File: src/rtl/wb_lsu_if.sv
// ---------------------------------------------------------------------------
// wb_lsu_if -- bundle of every non-clock signal of the wb_lsu load/store unit.
//
// Signal groups (names keep the LSU-side direction suffix):
//   request   : req_valid_i, req_ready_o, req_we_i, req_addr_i, req_size_i,
//               req_unsigned_i, req_wdata_i
//   response  : rsp_valid_o, rsp_ready_i, rsp_rdata_o, rsp_err_o,
//               rsp_misaligned_o
//   wishbone  : cyc_o, stb_o, we_o, adr_o, sel_o, dat_o, dat_i,
//               ack_i, err_i, rty_i
//
// Modports:
//   master : the LSU itself (drives *_o, samples *_i)
//   slave  : the environment around the LSU (requester, responder, bus slave)
// ---------------------------------------------------------------------------
interface wb_lsu_if #(
    parameter int DATA_W = 32,
    parameter int ADDR_W = 32
);
    // request channel
    logic                  req_valid_i;
    logic                  req_ready_o;
    logic                  req_we_i;
    logic [ADDR_W-1:0]     req_addr_i;
    logic [1:0]            req_size_i;
    logic                  req_unsigned_i;
    logic [DATA_W-1:0]     req_wdata_i;

    // response channel
    logic                  rsp_valid_o;
    logic                  rsp_ready_i;
    logic [DATA_W-1:0]     rsp_rdata_o;
    logic                  rsp_err_o;
    logic                  rsp_misaligned_o;

    // wishbone classic master side
    logic                  cyc_o;
    logic                  stb_o;
    logic                  we_o;
    logic [ADDR_W-1:0]     adr_o;
    logic [DATA_W/8-1:0]   sel_o;
    logic [DATA_W-1:0]     dat_o;
    logic [DATA_W-1:0]     dat_i;
    logic                  ack_i;
    logic                  err_i;
    logic                  rty_i;

    modport master (
        input  req_valid_i, req_we_i, req_addr_i, req_size_i,
               req_unsigned_i, req_wdata_i, rsp_ready_i,
               dat_i, ack_i, err_i, rty_i,
        output req_ready_o, rsp_valid_o, rsp_rdata_o, rsp_err_o,
               rsp_misaligned_o, cyc_o, stb_o, we_o, adr_o, sel_o, dat_o
    );

    modport slave (
        output req_valid_i, req_we_i, req_addr_i, req_size_i,
               req_unsigned_i, req_wdata_i, rsp_ready_i,
               dat_i, ack_i, err_i, rty_i,
        input  req_ready_o, rsp_valid_o, rsp_rdata_o, rsp_err_o,
               rsp_misaligned_o, cyc_o, stb_o, we_o, adr_o, sel_o, dat_o
    );
endinterface

File: src/rtl/wb_lsu.sv
// ---------------------------------------------------------------------------
// wb_lsu -- single-outstanding load/store unit with a Wishbone classic master.
//
// Accepts one request at a time, checks alignment, runs one Wishbone cycle
// (reissued after a one-cycle gap on rty_i, up to MAX_RETRY times), and hands
// back a response holding sign/zero-extended load data or an error flag.
//
// Ports:
//   clk_i  : clock, all state on the rising edge
//   rst_ni : asynchronous active-low reset
//   bus    : wb_lsu_if.master -- request, response and Wishbone signals
//
// Parameters:
//   DATA_W         : data bus width, 32 or 64
//   ADDR_W         : byte address width
//   MAX_RETRY      : rty_i reissues allowed before the request fails
//   TIMEOUT_CYCLES : longest wait for a termination in one bus cycle
//
// Optional feature:
//   WB_LSU_TIMEOUT_EN -- when defined, a per-bus-cycle watchdog ends a cycle
//   with an error after TIMEOUT_CYCLES cycles; otherwise the bus waits forever.
// ---------------------------------------------------------------------------
module wb_lsu #(
    parameter int DATA_W         = 32,
    parameter int ADDR_W         = 32,
    parameter int MAX_RETRY      = 3,
    parameter int TIMEOUT_CYCLES = 255
) (
    input  logic      clk_i,
    input  logic      rst_ni,
    wb_lsu_if.master  bus
);

    localparam int NB    = DATA_W / 8;
    localparam int OFF_W = $clog2(NB);
    localparam int RTY_W = (MAX_RETRY < 1) ? 1 : $clog2(MAX_RETRY + 1);

    typedef enum logic [1:0] {
        IDLE = 2'd0,
        BUS  = 2'd1,
        GAP  = 2'd2,
        RESP = 2'd3
    } state_t;

    state_t state;
    state_t next_state;

    // captured request attributes needed after acceptance
    logic             we_q;
    logic [1:0]       size_q;
    logic             uns_q;
    logic [OFF_W-1:0] lane_q;
    logic [RTY_W-1:0] retry_cnt;

    // registered outputs
    logic              ready_q;
    logic              cyc_q;
    logic              bus_we_q;
    logic [ADDR_W-1:0] adr_q;
    logic [NB-1:0]     sel_q;
    logic [DATA_W-1:0] dat_q;
    logic              rsp_valid_q;
    logic              rsp_err_q;
    logic              rsp_mis_q;
    logic [DATA_W-1:0] rsp_rdata_q;

    // next values of the registered outputs
    logic              ready_d;
    logic              cyc_d;
    logic              bus_we_d;
    logic              rsp_valid_d;
    logic              rsp_err_d;
    logic              rsp_mis_d;
    logic [DATA_W-1:0] rsp_rdata_d;

    // request decode
    logic              accept;
    logic [OFF_W-1:0]  req_lane;
    logic [OFF_W-1:0]  align_mask;
    logic [NB-1:0]     size_sel;
    logic              req_misaligned;
    logic [NB-1:0]     req_sel;
    logic [DATA_W-1:0] req_dat;
    logic [ADDR_W-1:0] req_adr;

    // load data extraction
    logic [DATA_W-1:0] lane_data;
    logic [DATA_W-1:0] keep_mask;
    logic              sign_bit;
    logic [DATA_W-1:0] load_data;

    logic retry_ok;
    logic tmo_expire;

    assign accept   = (state == IDLE) && ready_q && bus.req_valid_i;
    assign req_lane = bus.req_addr_i[OFF_W-1:0];
    assign req_adr  = {bus.req_addr_i[ADDR_W-1:OFF_W], {OFF_W{1'b0}}};
    assign req_sel  = size_sel << req_lane;
    assign req_dat  = bus.req_wdata_i << {req_lane, 3'b000};
    assign retry_ok = (retry_cnt < RTY_W'(MAX_RETRY));

    // Alignment check: the low address bits covered by the access size must be
    // zero, and a dword access can never fit on a 32-bit bus.
    always_comb begin
        align_mask = '0;
        size_sel   = '0;
        case (bus.req_size_i)
            2'd0: begin align_mask = OFF_W'(0); size_sel = NB'(8'h01); end
            2'd1: begin align_mask = OFF_W'(1); size_sel = NB'(8'h03); end
            2'd2: begin align_mask = OFF_W'(3); size_sel = NB'(8'h0F); end
            default: begin align_mask = OFF_W'(7); size_sel = NB'(8'hFF); end
        endcase
        req_misaligned = ((req_lane & align_mask) != '0) ||
                         ((bus.req_size_i == 2'd3) && (DATA_W == 32));
    end

    // Load extraction: shift the addressed lane down to bit 0, keep the bits
    // that belong to the access size and fill the rest with the sign or zeros.
    always_comb begin
        lane_data = bus.dat_i >> {lane_q, 3'b000};
        keep_mask = '1;
        sign_bit  = lane_data[DATA_W-1];
        case (size_q)
            2'd0: begin keep_mask = DATA_W'(8'hFF);          sign_bit = lane_data[7];  end
            2'd1: begin keep_mask = DATA_W'(16'hFFFF);       sign_bit = lane_data[15]; end
            2'd2: begin keep_mask = DATA_W'(32'hFFFF_FFFF);  sign_bit = lane_data[31]; end
            default: begin keep_mask = '1;                   sign_bit = lane_data[DATA_W-1]; end
        endcase
        load_data = (lane_data & keep_mask) |
                    ((sign_bit && !uns_q) ? ~keep_mask : '0);
    end

`ifdef WB_LSU_TIMEOUT_EN
    localparam int TMO_W = $clog2(TIMEOUT_CYCLES + 1);

    logic [TMO_W-1:0] tmo_cnt;

    // Counts cycles spent in BUS; restarts on acceptance and during each GAP
    // so every reissued bus cycle gets the full budget.
    always_ff @(posedge clk_i or negedge rst_ni) begin
        if (!rst_ni) begin
            tmo_cnt <= '0;
        end else if (accept || (state == GAP)) begin
            tmo_cnt <= '0;
        end else if (state == BUS) begin
            tmo_cnt <= tmo_cnt + TMO_W'(1);
        end
    end

    assign tmo_expire = (state == BUS) && (tmo_cnt == TMO_W'(TIMEOUT_CYCLES - 1));
`else
    assign tmo_expire = 1'b0;
`endif

    // State register.
    always_ff @(posedge clk_i or negedge rst_ni) begin
        if (!rst_ni) begin
            state <= IDLE;
        end else begin
            state <= next_state;
        end
    end

    // Next-state logic. Terminations rank err > ack > rty; the timeout only
    // fires when nothing terminated the cycle on the same edge.
    always_comb begin
        next_state = state;
        case (state)
            IDLE: begin
                if (accept) begin
                    next_state = req_misaligned ? RESP : BUS;
                end
            end
            BUS: begin
                if (bus.err_i || bus.ack_i) begin
                    next_state = RESP;
                end else if (bus.rty_i) begin
                    next_state = retry_ok ? GAP : RESP;
                end else if (tmo_expire) begin
                    next_state = RESP;
                end
            end
            GAP: begin
                next_state = BUS;
            end
            RESP: begin
                if (bus.rsp_ready_i) begin
                    next_state = IDLE;
                end
            end
            default: begin
                next_state = IDLE;
            end
        endcase
    end

    // Output logic: next values for every registered output. The response
    // fields are loaded once on entry to RESP and held until the handshake.
    always_comb begin
        ready_d     = (next_state == IDLE);
        cyc_d       = (next_state == BUS);
        bus_we_d    = (next_state == BUS) && (accept ? bus.req_we_i : we_q);
        rsp_valid_d = (next_state == RESP);
        rsp_err_d   = rsp_err_q;
        rsp_mis_d   = rsp_mis_q;
        rsp_rdata_d = rsp_rdata_q;
        case (state)
            IDLE: begin
                if (accept) begin
                    rsp_err_d   = 1'b0;
                    rsp_mis_d   = req_misaligned;
                    rsp_rdata_d = '0;
                end
            end
            BUS: begin
                if (next_state == RESP) begin
                    // anything other than a clean ack is an error
                    rsp_err_d   = bus.err_i || !bus.ack_i;
                    rsp_mis_d   = 1'b0;
                    rsp_rdata_d = (bus.ack_i && !bus.err_i && !we_q) ? load_data : '0;
                end
            end
            RESP: begin
                if (next_state == IDLE) begin
                    rsp_err_d   = 1'b0;
                    rsp_mis_d   = 1'b0;
                    rsp_rdata_d = '0;
                end
            end
            default: begin
            end
        endcase
    end

    // Output registers. Address, select and write data are loaded only for an
    // aligned request and then held untouched through retries.
    always_ff @(posedge clk_i or negedge rst_ni) begin
        if (!rst_ni) begin
            ready_q     <= 1'b0;
            cyc_q       <= 1'b0;
            bus_we_q    <= 1'b0;
            adr_q       <= '0;
            sel_q       <= '0;
            dat_q       <= '0;
            rsp_valid_q <= 1'b0;
            rsp_err_q   <= 1'b0;
            rsp_mis_q   <= 1'b0;
            rsp_rdata_q <= '0;
        end else begin
            ready_q     <= ready_d;
            cyc_q       <= cyc_d;
            bus_we_q    <= bus_we_d;
            rsp_valid_q <= rsp_valid_d;
            rsp_err_q   <= rsp_err_d;
            rsp_mis_q   <= rsp_mis_d;
            rsp_rdata_q <= rsp_rdata_d;
            if (accept && !req_misaligned) begin
                adr_q <= req_adr;
                sel_q <= req_sel;
                dat_q <= req_dat;
            end
        end
    end

    // Request attributes and the retry counter.
    always_ff @(posedge clk_i or negedge rst_ni) begin
        if (!rst_ni) begin
            we_q      <= 1'b0;
            size_q    <= '0;
            uns_q     <= 1'b0;
            lane_q    <= '0;
            retry_cnt <= '0;
        end else if (accept) begin
            we_q      <= bus.req_we_i;
            size_q    <= bus.req_size_i;
            uns_q     <= bus.req_unsigned_i;
            lane_q    <= req_lane;
            retry_cnt <= '0;
        end else if ((state == BUS) && bus.rty_i && !bus.ack_i && !bus.err_i && retry_ok) begin
            retry_cnt <= retry_cnt + RTY_W'(1);
        end
    end

    assign bus.req_ready_o      = ready_q;
    assign bus.cyc_o            = cyc_q;
    assign bus.stb_o            = cyc_q;
    assign bus.we_o             = bus_we_q;
    assign bus.adr_o            = adr_q;
    assign bus.sel_o            = sel_q;
    assign bus.dat_o            = dat_q;
    assign bus.rsp_valid_o      = rsp_valid_q;
    assign bus.rsp_err_o        = rsp_err_q;
    assign bus.rsp_misaligned_o = rsp_mis_q;
    assign bus.rsp_rdata_o      = rsp_rdata_q;

endmodule

File: src/flat_wrapper.sv
// flat-port wrapper written by rule: the top's interface ports become plain ports
module wb_lsu_flat 
#(
    parameter int DATA_W         = 32,
    parameter int ADDR_W         = 32,
    parameter int MAX_RETRY      = 3,
    parameter int TIMEOUT_CYCLES = 255
)
  (clk_i, rst_ni, bus_req_valid_i, bus_req_we_i, bus_req_addr_i, bus_req_size_i, bus_req_unsigned_i, bus_req_wdata_i, bus_rsp_ready_i, bus_dat_i, bus_ack_i, bus_err_i, bus_rty_i, bus_req_ready_o, bus_rsp_valid_o, bus_rsp_rdata_o, bus_rsp_err_o, bus_rsp_misaligned_o, bus_cyc_o, bus_stb_o, bus_we_o, bus_adr_o, bus_sel_o, bus_dat_o);
  wb_lsu_if #(.DATA_W(DATA_W), .ADDR_W(ADDR_W)) bus_i ();
  input  logic clk_i;
  input  logic rst_ni;
  input wire logic [$bits(bus_i.req_valid_i)-1:0] bus_req_valid_i;
  input wire logic [$bits(bus_i.req_we_i)-1:0] bus_req_we_i;
  input wire logic [$bits(bus_i.req_addr_i)-1:0] bus_req_addr_i;
  input wire logic [$bits(bus_i.req_size_i)-1:0] bus_req_size_i;
  input wire logic [$bits(bus_i.req_unsigned_i)-1:0] bus_req_unsigned_i;
  input wire logic [$bits(bus_i.req_wdata_i)-1:0] bus_req_wdata_i;
  input wire logic [$bits(bus_i.rsp_ready_i)-1:0] bus_rsp_ready_i;
  input wire logic [$bits(bus_i.dat_i)-1:0] bus_dat_i;
  input wire logic [$bits(bus_i.ack_i)-1:0] bus_ack_i;
  input wire logic [$bits(bus_i.err_i)-1:0] bus_err_i;
  input wire logic [$bits(bus_i.rty_i)-1:0] bus_rty_i;
  output wire logic [$bits(bus_i.req_ready_o)-1:0] bus_req_ready_o;
  output wire logic [$bits(bus_i.rsp_valid_o)-1:0] bus_rsp_valid_o;
  output wire logic [$bits(bus_i.rsp_rdata_o)-1:0] bus_rsp_rdata_o;
  output wire logic [$bits(bus_i.rsp_err_o)-1:0] bus_rsp_err_o;
  output wire logic [$bits(bus_i.rsp_misaligned_o)-1:0] bus_rsp_misaligned_o;
  output wire logic [$bits(bus_i.cyc_o)-1:0] bus_cyc_o;
  output wire logic [$bits(bus_i.stb_o)-1:0] bus_stb_o;
  output wire logic [$bits(bus_i.we_o)-1:0] bus_we_o;
  output wire logic [$bits(bus_i.adr_o)-1:0] bus_adr_o;
  output wire logic [$bits(bus_i.sel_o)-1:0] bus_sel_o;
  output wire logic [$bits(bus_i.dat_o)-1:0] bus_dat_o;
  assign bus_i.req_valid_i = bus_req_valid_i;
  assign bus_i.req_we_i = bus_req_we_i;
  assign bus_i.req_addr_i = bus_req_addr_i;
  assign bus_i.req_size_i = bus_req_size_i;
  assign bus_i.req_unsigned_i = bus_req_unsigned_i;
  assign bus_i.req_wdata_i = bus_req_wdata_i;
  assign bus_i.rsp_ready_i = bus_rsp_ready_i;
  assign bus_i.dat_i = bus_dat_i;
  assign bus_i.ack_i = bus_ack_i;
  assign bus_i.err_i = bus_err_i;
  assign bus_i.rty_i = bus_rty_i;
  assign bus_req_ready_o = bus_i.req_ready_o;
  assign bus_rsp_valid_o = bus_i.rsp_valid_o;
  assign bus_rsp_rdata_o = bus_i.rsp_rdata_o;
  assign bus_rsp_err_o = bus_i.rsp_err_o;
  assign bus_rsp_misaligned_o = bus_i.rsp_misaligned_o;
  assign bus_cyc_o = bus_i.cyc_o;
  assign bus_stb_o = bus_i.stb_o;
  assign bus_we_o = bus_i.we_o;
  assign bus_adr_o = bus_i.adr_o;
  assign bus_sel_o = bus_i.sel_o;
  assign bus_dat_o = bus_i.dat_o;
  wb_lsu #(.DATA_W(DATA_W), .ADDR_W(ADDR_W), .MAX_RETRY(MAX_RETRY), .TIMEOUT_CYCLES(TIMEOUT_CYCLES)) u_core (.clk_i(clk_i), .rst_ni(rst_ni), .bus(bus_i));
endmodule
File: config.mk
export PLATFORM = sky130hd
export DESIGN_NAME = wb_lsu_flat
export DESIGN_NICKNAME = d
export VERILOG_FILES = /design/src/rtl/wb_lsu_if.sv /design/src/rtl/wb_lsu.sv /design/src/flat_wrapper.sv
export SDC_FILE = /design/constraint.sdc
export NUM_CORES = 1
export LEC_CHECK = 0
export CAP_MARGIN = 15
export CORE_MARGIN = 2
export CORE_UTILIZATION = 44
export CTS_CLUSTER_DIAMETER = 120
export DETAILED_ROUTE_END_ITERATION = 10
export PLACE_DENSITY = 0.81
export RECOVER_POWER = 25
export SYNTH_ARGS = -nofsm -noshare
export SYNTH_HDL_FRONTEND = slang
export SYNTH_SLANG_ARGS = --single-unit
File: constraint.sdc
create_clock -name clk_i -period 2.4 [get_ports clk_i]
set_clock_uncertainty 0.15 [all_clocks]
set_input_delay 0.72 -clock clk_i [delete_from_list [all_inputs] [get_ports clk_i]]
set_output_delay 0.72 -clock clk_i [all_outputs]
set_load 0.02 [all_outputs]
==> run summary, run 1 <==
Outcome = finished with violations
Failing checks = capacitance limit, slew limit
Hold Path End = u_core.bus.rsp_rdata_o[0]
Final Power = 0.00998 W
Initial DRC count = 266
Worst Min Path Start = u_core.bus.rsp_rdata_o[0]
DP HPWL = 11800 µm
Area of the multi-input gates = 0.00234 mm²
Max-slew violations = 28
CP startpoint kind = flip-flop
R2r setup slk = 0.29 ns
Diode count = 0
Register area share after synthesis = 0.529
Avg Cell Area, Syn = 11.7 µm²
Gr usage total = 0.255
H-tree depth = 4
Dpl cell area = 0.00785 mm²
Deepest clock path buffer count = 2
Initial antenna violation count = 0
Initial Util = 0.449
R2R Path Start = u_core.state[1]
Die area = 0.0132 mm²
Cell variety after synth = 49
Share of the synthesized area in the top cell type = 0.529
Final hold slack = 0.341 ns
PwrDens = 1190 mW/mm²
Top cells by area, synth = dfrtp_1 53%, mux2_2 14%, mux2i_1 4.6%, o21ai_0 3.4%, o2bb2ai_1 2.8%
Post-Synth Adder-Cell Area = 0.00232
Nets = 798
Slowest CP cell = clkdlybuf4s50_1
IO buf count = 211
Routed len/inst = 19.3 µm
Clk root buf = clkbuf_16
Synth area leader = dfrtp_1
Boundary pin count = 214
Sequential cell area = 0.00285 mm²
Drt first pass iters = 5
Vias in the first global route = 5033
Routability cong. = 0.849
Total wire length = 16400 µm
Number of enable flip-flop cells after synthesis = 0
Most frequent cells in the layout = 209 x clkdlybuf4s50_1, 114 x dfrtp_1, 65 x mux2_2
Clock period minus worst slack = 2.29 ns
Die Y = 115 µm
Final period utilization = 0.956
Worst hold stages = 1
Share of layout cells above drive strength 1 = 0.202
Simple-Gate Fraction of Synth Area = 0.0839
Post-CTS Setup Repair Bufs = 0
Via count = 4676
Synth async-reset ratio = 1.00
Critical path's largest stage delay = 0.66 ns
Row count = 40
Synth Flop Type = dfrtp_1
Static leakage = 3.59 nW
Syn. warnings = 0
Mapped Cells = 462
Rel. slew slack = -0.198
Hold Vio Cnt, Final = 0
Global-route wire length before repair = 25800 µm
RR Endpoint = u_core.bus.rsp_rdata_o[17]
CTS sink cnt = 114
Area growth syn-to-layout = 55.4%
Fill count = 884
Core area = 0.0120 mm²
Post-synthesis compound-gate area fraction = 0.158
WP data arrival = 1.42 ns
TritonCTS Buffers = 17
CP cell instances = clkdlybuf4s50_1
Worst Path Required = 1.53 ns
Post-route ant nets = 0
Post-Syn Area = 0.00540 mm²
# Max-Cap Violations = 1
Mux cell area share after synthesis = 0.182
Setup TNS = 0 ns
CTS clk-pin slew, worst paths = 0.05 ns
CP Class = flip-flop to output pin
CTS tree = yes
Class of the worst hold path = flip-flop to flip-flop
Total grt overflow = 0
Top Family by Delay on Critical Path = buffers and inverters
Setup Viol. Count Final = 0
DRC violations left = 0
Final instance area = 0.00839 mm²
Max Fclk = 436 MHz
Largest net degree at the start of global routing = 45
CP max FO = 2
Hold_buf cts = 0
Unrepaired setup endpoints after global routing = false
Worst path bufs/invs = 1
DIE WIDTH = 115 µm
Post_cts resized = 0
Xor/xnor cell area share of the yosys netlist = 0.00649
Least-Margin Pin Slew = 1.80 ns
Worst reg2reg path depth = 5
Core Util, Final = 0.698
Max VDD drop = 691 µV
Clock insertion delay at the later pin of the skew report = 0.41 ns
Worst setup EP type = output pin
Seq cells post-synth = 114
Via density = 5.51
Commonest non-fill, non-tap cell in the layout = clkdlybuf4s50_1
Main combinational cell family by area after synthesis = multiplexers
-- per-stage QoR --
step / setup slack [ns] / instances
detailed placement: -0.246 / 818
CTS: 0.0861 / 849
finish: 0.105 / 849
floorplan: -0.0445 / 463
global route: 0.0617 / 849
global placement: -0.213 / 818
-- worst register-to-register path: stages (launching register included) --
cell and delay [ns]:
dfrtp_1 0.44, nand2b_2 0.23, or4b_4 0.53, a2111oi_4 0.39, buf_12 0.19, a221o_1 0.12
-- Yosys cell counts, drive strengths merged, types with 2 or more instances --
cell	instances
a21oi	18
nor2b	12
mux2i	25
dfrtp	114
nand2	39
o2bb2ai	17
a31oi	3
o21ai	37
a211oi	8
clkbuf	16
nand2b	4
nand4	8
xor2	3
nor2	11
a22o	9
a2111oi	2
mux2	65
inv	12
buf	19
nand3	3
a221o	16
-- report_power, final --
group / switching [W] / internal, W / leakage [nW] / total (W)
sequential: 0.000506 / 0.00268 / 1.47 / 0.00319
clock: 0.000841 / 0.00147 / 0.269 / 0.00231
combinational: 0.00221 / 0.00227 / 1.85 / 0.00448
-- worst max path at each step --
stage	depth (start not counted)	start	slack, ns	to
3_3_place_gp	5	bus_err_i	-0.21	u_core.bus.rsp_rdata_o[30]
3_5_place_dp	5	bus_err_i	-0.25	u_core.bus.rsp_rdata_o[28]
5_1_grt	1	u_core.bus.req_ready_o	0.06	bus_req_ready_o
6_report	1	u_core.bus.dat_o[14]	0.11	bus_dat_o[14]
2_1_floorplan	7	bus_req_size_i[0]	-0.04	u_core.bus.adr_o[10]
4_1_cts	1	u_core.bus.req_ready_o	0.09	bus_req_ready_o
-- per-layer routing --
layer | vias to the layer above | share of wire | track usage
li1 | 2156 | - | -
met1 | 2245 | 0.38 | 0.288
met2 | 245 | 0.50 | 0.443
met3 | 30 | 0.097 | 0.0891
met4 | 0 | 0.019 | 0.104
met5 | - | 0 | 0
-- cell type report --
type,count,area share
multi-input cells,302,0.279
flip-flops and latches,114,0.340
clock inverters,4,0.00269
well taps,147,0.0219
clock buffers,27,0.0624
inverters,12,0.00537
repair buffers,243,0.288
-- logic make-up after synthesis --
| family | after synthesis |
|---|---|
| AO/OA/AOI/OAI | 117 |
| XOR/XNOR | 4 |
| adder cells (fa/ha/maj) | 1 |
| buffers and inverters | 47 |
| flip-flops | 114 |
| multiplexers | 90 |
| other | 1 |
| AND/OR/NAND/NOR | 88 |
-- state kept, by name, summed over array words and instances, names as in the netlist, 2 cells and up --
name	count
u_core.bus.dat_o	32
u_core.bus.rsp_rdata_o	32
u_core.bus.adr_o	30
u_core.bus.sel_o	4
u_core.lane_q	2
u_core.retry_cnt	2
u_core.size_q	2
u_core.state	2
No activity file was read; power rests on OpenSTA's default activity.
==> run 2, diff against run 1 <==
--- a/config.mk
+++ b/config.mk
@@ -12,6 +12,7 @@
 export DETAILED_ROUTE_END_ITERATION = 10
 export PLACE_DENSITY = 0.81
 export RECOVER_POWER = 25
+export REMOVE_ABC_BUFFERS = 1
 export SYNTH_ARGS = -nofsm -noshare
 export SYNTH_HDL_FRONTEND = slang
 export SYNTH_SLANG_ARGS = --single-unit
==> run 2 against run 1 <==
  * The run still ends with capacitance limit, slew limit left
  * Sequential power about the same
  * Core utilization up 1.3 points
  * Final area up 1.8%
  * Critical path type is now input port to flip-flop
  * First-iteration DRC count up 67%
  * Worst setup slack worse by 0.027 ns
  * Critical endpoint is now u_core.bus.adr_o[4]
  * Routed wire length down 0.43%
  * Register-to-register slack about the same
  * Critical path depth up 5
  * Total power up 6.6%
  * Sequential share of layout area down 0.62 points
==> run summary, run 2 (synthesis gave the netlist of run 1 again) <==
Outcome = finished with violations (unchanged)
Failing checks = capacitance limit, slew limit (unchanged)
CP Class = input port to flip-flop (was flip-flop to output pin)
Initial Util = 0.449 (unchanged)
Post-route ant nets = 0 (unchanged)
Routed len/inst = 19.0 µm (was 19.3 µm)
Sequential cell area = 0.00285 mm² (unchanged)
Least-Margin Pin Slew = 1.56 ns (was 1.80 ns)
Total wire length = 16300 µm (was 16400 µm)
Drt first pass iters = 4 (was 5)
PwrDens = 1240 mW/mm² (was 1190 mW/mm²)
Deepest clock path buffer count = 2 (unchanged)
Vias in the first global route = 4954 (was 5033)
Final instance area = 0.00854 mm² (was 0.00839 mm²)
Clock period minus worst slack = 2.32 ns (was 2.29 ns)
Boundary pin count = 214 (unchanged)
Core area = 0.0120 mm² (unchanged)
Fill count = 864 (was 884)
Routability cong. = 0.800 (was 0.849)
Die area = 0.0132 mm² (unchanged)
Final Power = 0.0106 W (was 0.00998 W)
# Max-Cap Violations = 1 (unchanged)
Most frequent cells in the layout = 209 x clkdlybuf4s50_1, 114 x dfrtp_1, 65 x mux2_2 (unchanged)
Worst setup EP type = flip-flop (was output pin)
Clk root buf = clkbuf_16 (unchanged)
Place WS = -0.315 ns (was -0.246 ns)
Global-route wire length before repair = 26100 µm (was 25800 µm)
IO buf count = 211 (unchanged)
Nets = 804 (was 798)
Clock insertion delay at the later pin of the skew report = 0.41 ns (about the same)
Row count = 40 (unchanged)
Worst path bufs/invs = 2 (was 1)
DRC violations left = 0 (unchanged)
Max Fclk = 431 MHz (was 436 MHz)
CP max FO = 41 (was 2)
Gr usage total = 0.256 (was 0.255)
H-tree depth = 4 (unchanged)
DP HPWL = 11600 µm (was 11800 µm)
CTS clk-pin slew, worst paths = 0.05 ns (about the same)
Area of the multi-input gates = 0.00235 mm² (was 0.00234 mm²)
Diode count = 0 (unchanged)
Max VDD drop = 577 µV (was 691 µV)
Dpl cell area = 0.00789 mm² (was 0.00785 mm²)
Rel. slew slack = -0.0376 (was -0.198)
WP data arrival = 2.46 ns (was 1.42 ns)
TritonCTS Buffers = 17 (unchanged)
Via density = 5.57 (was 5.51)
Area growth syn-to-layout = 58.3% (was 55.4%)
Hold Vio Cnt, Final = 0 (unchanged)
Commonest non-fill, non-tap cell in the layout = clkdlybuf4s50_1 (unchanged)
Final period utilization = 0.968 (was 0.956)
Top Family by Delay on Critical Path = buffers and inverters (unchanged)
Final hold slack = 0.334 ns (was 0.341 ns)
DIE WIDTH = 115 µm (unchanged)
Largest net degree at the start of global routing = 115 (was 45)
Final worst slack = 0.0779 ns (was 0.105 ns)
CTS tree = yes (unchanged)
CP cell instances = clkdlybuf4s50_1, o21a_1, o22ai_2, and2_2, buf_12, mux2_2 (was clkdlybuf4s50_1)
Max-slew violations = 115 (was 28)
Class of the worst hold path = flip-flop to flip-flop (unchanged)
Slowest CP cell = clkdlybuf4s50_1 (unchanged)
Critical path's largest stage delay = 0.51 ns (was 0.66 ns)
CTS sink cnt = 114 (unchanged)
Via count = 4767 (was 4676)
Worst Path Required = 2.53 ns (was 1.53 ns)
Hold_buf cts = 0 (unchanged)
Unrepaired setup endpoints after global routing = false (unchanged)
Static leakage = 3.68 nW (was 3.59 nW)
Share of layout cells above drive strength 1 = 0.214 (was 0.202)
CP startpoint kind = input port (was flip-flop)
Die Y = 115 µm (unchanged)
Initial antenna violation count = 0 (unchanged)
Setup Viol. Count Final = 0 (unchanged)
Initial DRC count = 445 (was 266)
Total grt overflow = 0 (unchanged)
## run 2: cell types whose count changed in the layout (fill, tap and decap cells not counted)
cell	before	now
clkbuf_8	6	1
buf_12	6	5
clkbuf_4	0	2
buf_4	26	32
o22ai_2	0	1
o22ai_1	1	0
clkbuf_1	5	3
clkinv_2	3	4
bufinv_16	0	6
## run 2: routing by layer
metal	vias up	share of wire	GRT usage
li1	2162	-	-
met1	2357	0.40	0.317
met2	217	0.50	0.424
met3	31	0.078	0.0659
met4	0	0.026	0.116
met5	-	0	0
## run 2: per-stage QoR
| stage | instances | setup TNS (ns) | utilization |
|---|---|---|---|
| after floorplan | 428 | -59.60 | - |
| after global placement | 824 | -22.43 | 0.657 |
| after detailed placement | 824 | -25.09 | 0.657 |
| after CTS | 856 | 0 | 0.712 |
| after global routing | 856 | 0 | 0.711 |
| final | 856 | 0 | 0.711 |
## run 2: path summary, 6_finish.rpt
| path | startpoint | end | slack (ns) | cells after the start |
|---|---|---|---|---|
| max reg2reg | u_core.state[1] | u_core.bus.rsp_rdata_o[12] | 0.29 | 6 |
| min | u_core.bus.rsp_rdata_o[1] | u_core.bus.rsp_rdata_o[1] | 0.33 | 1 |
| max in group asynchronous | rst_ni | u_core.bus.adr_o[28] | 0.45 | 2 |
| min reg2reg | u_core.bus.rsp_rdata_o[1] | u_core.bus.rsp_rdata_o[1] | 0.33 | 1 |
| max | bus_req_size_i[1] | u_core.bus.adr_o[4] | 0.08 | 6 |
| min in group asynchronous | rst_ni | u_core.bus.cyc_o | 0.63 | 2 |
## run 2: report_power, final
part | internal, W | switching, W | leakage [nW] | total (W)
sequential | 0.00268 | 0.000522 | 1.47 | 0.00320
clock | 0.00197 | 0.000868 | 0.321 | 0.00283
combinational | 0.00236 | 0.00224 | 1.88 | 0.00460
total | 0.00700 | 0.00363 | 3.68 | 0.0106
## run 2: final cells by class
type	count	share of cell area
Clock buffer	21	0.0527
Clock inverter	11	0.0243
Inverter	12	0.00527
Multi-Input combinational cell	302	0.275
Sequential cell	114	0.334
Tap cell	147	0.0215
Timing Repair Buffer	249	0.287
## run 2: timing repair
action | 4_1_cts | 5_1_grt
setup endpoints to repair | 0 | 37
gates resized for setup | 0 | 1
setup buffers | 0 | 0
==> run 3, diff against run 2 <==
--- a/config.mk
+++ b/config.mk
@@ -7,10 +7,10 @@
 export LEC_CHECK = 0
 export CAP_MARGIN = 15
 export CORE_MARGIN = 2
-export CORE_UTILIZATION = 44
+export CORE_UTILIZATION = 40
 export CTS_CLUSTER_DIAMETER = 120
 export DETAILED_ROUTE_END_ITERATION = 10
-export PLACE_DENSITY = 0.81
+export PLACE_DENSITY = 0.78
 export RECOVER_POWER = 25
 export REMOVE_ABC_BUFFERS = 1
 export SYNTH_ARGS = -nofsm -noshare
==> constraint.sdc (replaced) <==
create_clock -name clk_i -period 1.95 [get_ports clk_i]
set_clock_uncertainty 0.15 [all_clocks]
set_input_delay 0.585 -clock clk_i [delete_from_list [all_inputs] [get_ports clk_i]]
set_output_delay 0.585 -clock clk_i [all_outputs]
set_load 0.02 [all_outputs]
==> run 3 against run 2 <==
  * The flow finishes with violations (setup timing)
  * Worst setup slack got worse by 0.10 ns
  * Non-clock buffer count increased by 27
  * Final area increased by 3.3%
  * Hold slack improved by 0.0028 ns
  * Routed wire length increased by 6.8%
  * First-iteration DRC count increased by 4.7%
  * Core utilization decreased by 4.2 points
  * Critical path depth unchanged
  * Final cell count increased by 6.3%
  * Count of clock-buffer cells in the layout increased by 2
  * Clock power about the same
  * Sequential cell count unchanged
  * Critical path type unchanged
  * Largest cell class unchanged
==> run summary, run 3 (synthesis gave the netlist of run 1 again) <==
DP HPWL = 11800 µm (was 11600 µm)
Total wire length = 17400 µm (was 16300 µm)
Initial antenna violation count = 0 (unchanged)
Worst reg2reg path depth = 7 (was 6)
Max-slew violations = 0 (was 115)
Initial Util = 0.409 (was 0.449)
Outcome = finished with violations (unchanged)
Routed len/inst = 19.1 µm (was 19.0 µm)
Worst Min Path Start = u_core.bus.rsp_misaligned_o (was u_core.bus.rsp_rdata_o[1])
Final worst slack = -0.0246 ns (was 0.0779 ns)
# Max-Cap Violations = 0 (was 1)
Area of the multi-input gates = 0.00249 mm² (was 0.00235 mm²)
IO buf count = 211 (unchanged)
Static leakage = 4.23 nW (was 3.68 nW)
DRC violations left = 0 (unchanged)
Placed cells = 865 (was 824)
Sequential cell area = 0.00285 mm² (unchanged)
Drt first pass iters = 5 (was 4)
CP Class = input port to flip-flop (unchanged)
Vias in the first global route = 5173 (was 4954)
Final hold slack = 0.337 ns (was 0.334 ns)
Rel. slew slack = 0.489 (was -0.0376)
Initial DRC count = 466 (was 445)
CTS tree = yes (unchanged)
CTS clk-pin slew, worst paths = 0.05 ns (about the same)
Die Y = 120 µm (was 115 µm)
Total grt overflow = 0 (unchanged)
Commonest non-fill, non-tap cell in the layout = dfrtp_1 (was clkdlybuf4s50_1)
DIE WIDTH = 120 µm (was 115 µm)
RR Endpoint = u_core.bus.rsp_rdata_o[20] (was u_core.bus.rsp_rdata_o[12])
Failing checks = setup timing (was capacitance limit, slew limit)
H-tree depth = 4 (unchanged)
Worst hold stages = 1 (unchanged)
Clock period minus worst slack = 1.97 ns
Most frequent cells in the layout = 114 x dfrtp_1, 112 x dlygate4sd2_1, 97 x clkdlybuf4s50_1 (was 209 x clkdlybuf4s50_1, 114 x dfrtp_1, 65 x mux2_2)
CP startpoint kind = input port (unchanged)
R2r setup slk = -0.01 ns (was 0.29 ns)
Clk root buf = clkbuf_16 (unchanged)
Worst Setup SP = bus_dat_i[31] (was bus_req_size_i[1])
Die area = 0.0144 mm² (was 0.0132 mm²)
Max Fclk = 506 MHz
CP max FO = 16 (was 41)
Least-Margin Pin Slew = 0.765 ns (was 1.56 ns)
Area growth syn-to-layout = 63.6% (was 58.3%)
Max VDD drop = 773 µV (was 577 µV)
Routability cong. = 0.882 (was 0.800)
Deepest clock path buffer count = 2 (unchanged)
Post-route ant nets = 0 (unchanged)
Boundary pin count = 214 (unchanged)
Core Util, Final = 0.669 (was 0.711)
Clock insertion delay at the later pin of the skew report = 0.40 ns (was 0.41 ns)
Nets = 831 (was 804)
Gr usage total = 0.238 (was 0.256)
Diode count = 0 (unchanged)
Share of layout cells above drive strength 1 = 0.251 (was 0.214)
Final period utilization = 1.01
Worst Path Required = 2.14 ns (was 2.53 ns)
Hold Vio Cnt, Final = 0 (unchanged)
Global-route wire length before repair = 26600 µm (was 26100 µm)
Core area = 0.0132 mm² (was 0.0120 mm²)
WP data arrival = 2.16 ns (was 2.46 ns)
CTS sink cnt = 114 (unchanged)
Via density = 5.39 (was 5.57)
Largest net degree at the start of global routing = 40 (was 115)
Worst setup EP type = flip-flop (unchanged)
Fill count = 1000 (was 864)
Hold Path End = u_core.bus.rsp_misaligned_o (was u_core.bus.rsp_rdata_o[1])
TritonCTS Buffers = 17 (unchanged)
Row count = 42 (was 40)
R2R Path Start = u_core.state[1] (unchanged)
Unrepaired setup endpoints after global routing = true (was false)
Via count = 4909 (was 4767)
Fin cells = 910 (was 856)
PwrDens = 1390 mW/mm² (was 1240 mW/mm²)
Setup Viol. Count Final = 21 (was 0)
Class of the worst hold path = flip-flop to flip-flop (unchanged)
-- run 3: cell types whose count changed in the layout (fill, tap and decap cells not counted), moves of 5 or more --
| cell | delta |
|---|---|
| buf_4 | +9 |
| dlygate4sd2_1 | +112 |
| buf_6 | +5 |
| mux2_2 | -20 |
| buf_12 | +5 |
| bufinv_16 | -5 |
| mux2_4 | +20 |
| clkdlybuf4s50_1 | -112 |
-- run 3: cell type report --
| class | instances | area share |
|---|---|---|
| clock buffer | 23 | 0.0530 |
| clock inverter | 7 | 0.00680 |
| inverter | 12 | 0.00510 |
| multi-input combinational | 302 | 0.282 |
| sequential | 114 | 0.323 |
| tap | 176 | 0.0250 |
| timing repair buffer | 276 | 0.305 |
-- run 3: worst max-delay path by stage --
stage	endpoint
global route	u_core.bus.rsp_rdata_o[17]
global placement	u_core.bus.dat_o[22]
floorplan	u_core.bus.adr_o[10]
detailed placement	u_core.bus.adr_o[21]
CTS	u_core.bus.adr_o[21]
finish	u_core.bus.rsp_rdata_o[17]
-- run 3: power by group --
| group | leakage [nW] | internal, W | switching [W] | total, W |
|---|---|---|---|---|
| Sequential | 1.47 | 0.00330 | 0.000605 | 0.00390 |
| Clock | 0.266 | 0.00179 | 0.00101 | 0.00280 |
| Combinational | 2.49 | 0.00265 | 0.00293 | 0.00559 |
| Total | 4.23 | 0.00774 | 0.00455 | 0.0123 |
-- run 3: layer usage --
layer	global-route usage	routed length (µm)
met1	0.282	6800
met2	0.400	8870
met3	0.0770	1280
met4	0.0985	463
met5	0	0
-- run 3: timing repair --
item / in CTS / in global routing
hold buffers: 1 / 0
cloned: 3 / 2
buffers inserted: 8 / 1
resized for setup: 126 / 34
pin swaps: 8 / 7
hold endpoints to repair: 22 / 0
endpoints found under the setup margin: 198 / 90
-- run 3: through the flow --
stage | worst slack, ns | TNS, ns | total power [W] | cell area [µm²]
5_1_grt | -0.0743 | -2.11 | 0.0129 | 8830
4_1_cts | -0.00932 | -0.0326 | 0.0120 | 8670
3_3_place_gp | -0.557 | -51.78 | 0.00944 | 8050
3_5_place_dp | -0.605 | -56.26 | 0.00962 | 8050
6_report | -0.0246 | -0.204 | 0.0123 | 8830
2_1_floorplan | -1.43 | -84.95 | 0.00662 | 5240
-- run 3: critical path, cell delays in order --
cell,delay [ns]
clkdlybuf4s50_1,0.53
mux2i_1,0.14
nand2b_1,0.20
a2111oi_4,0.37
buf_12,0.19
a221o_1,0.13
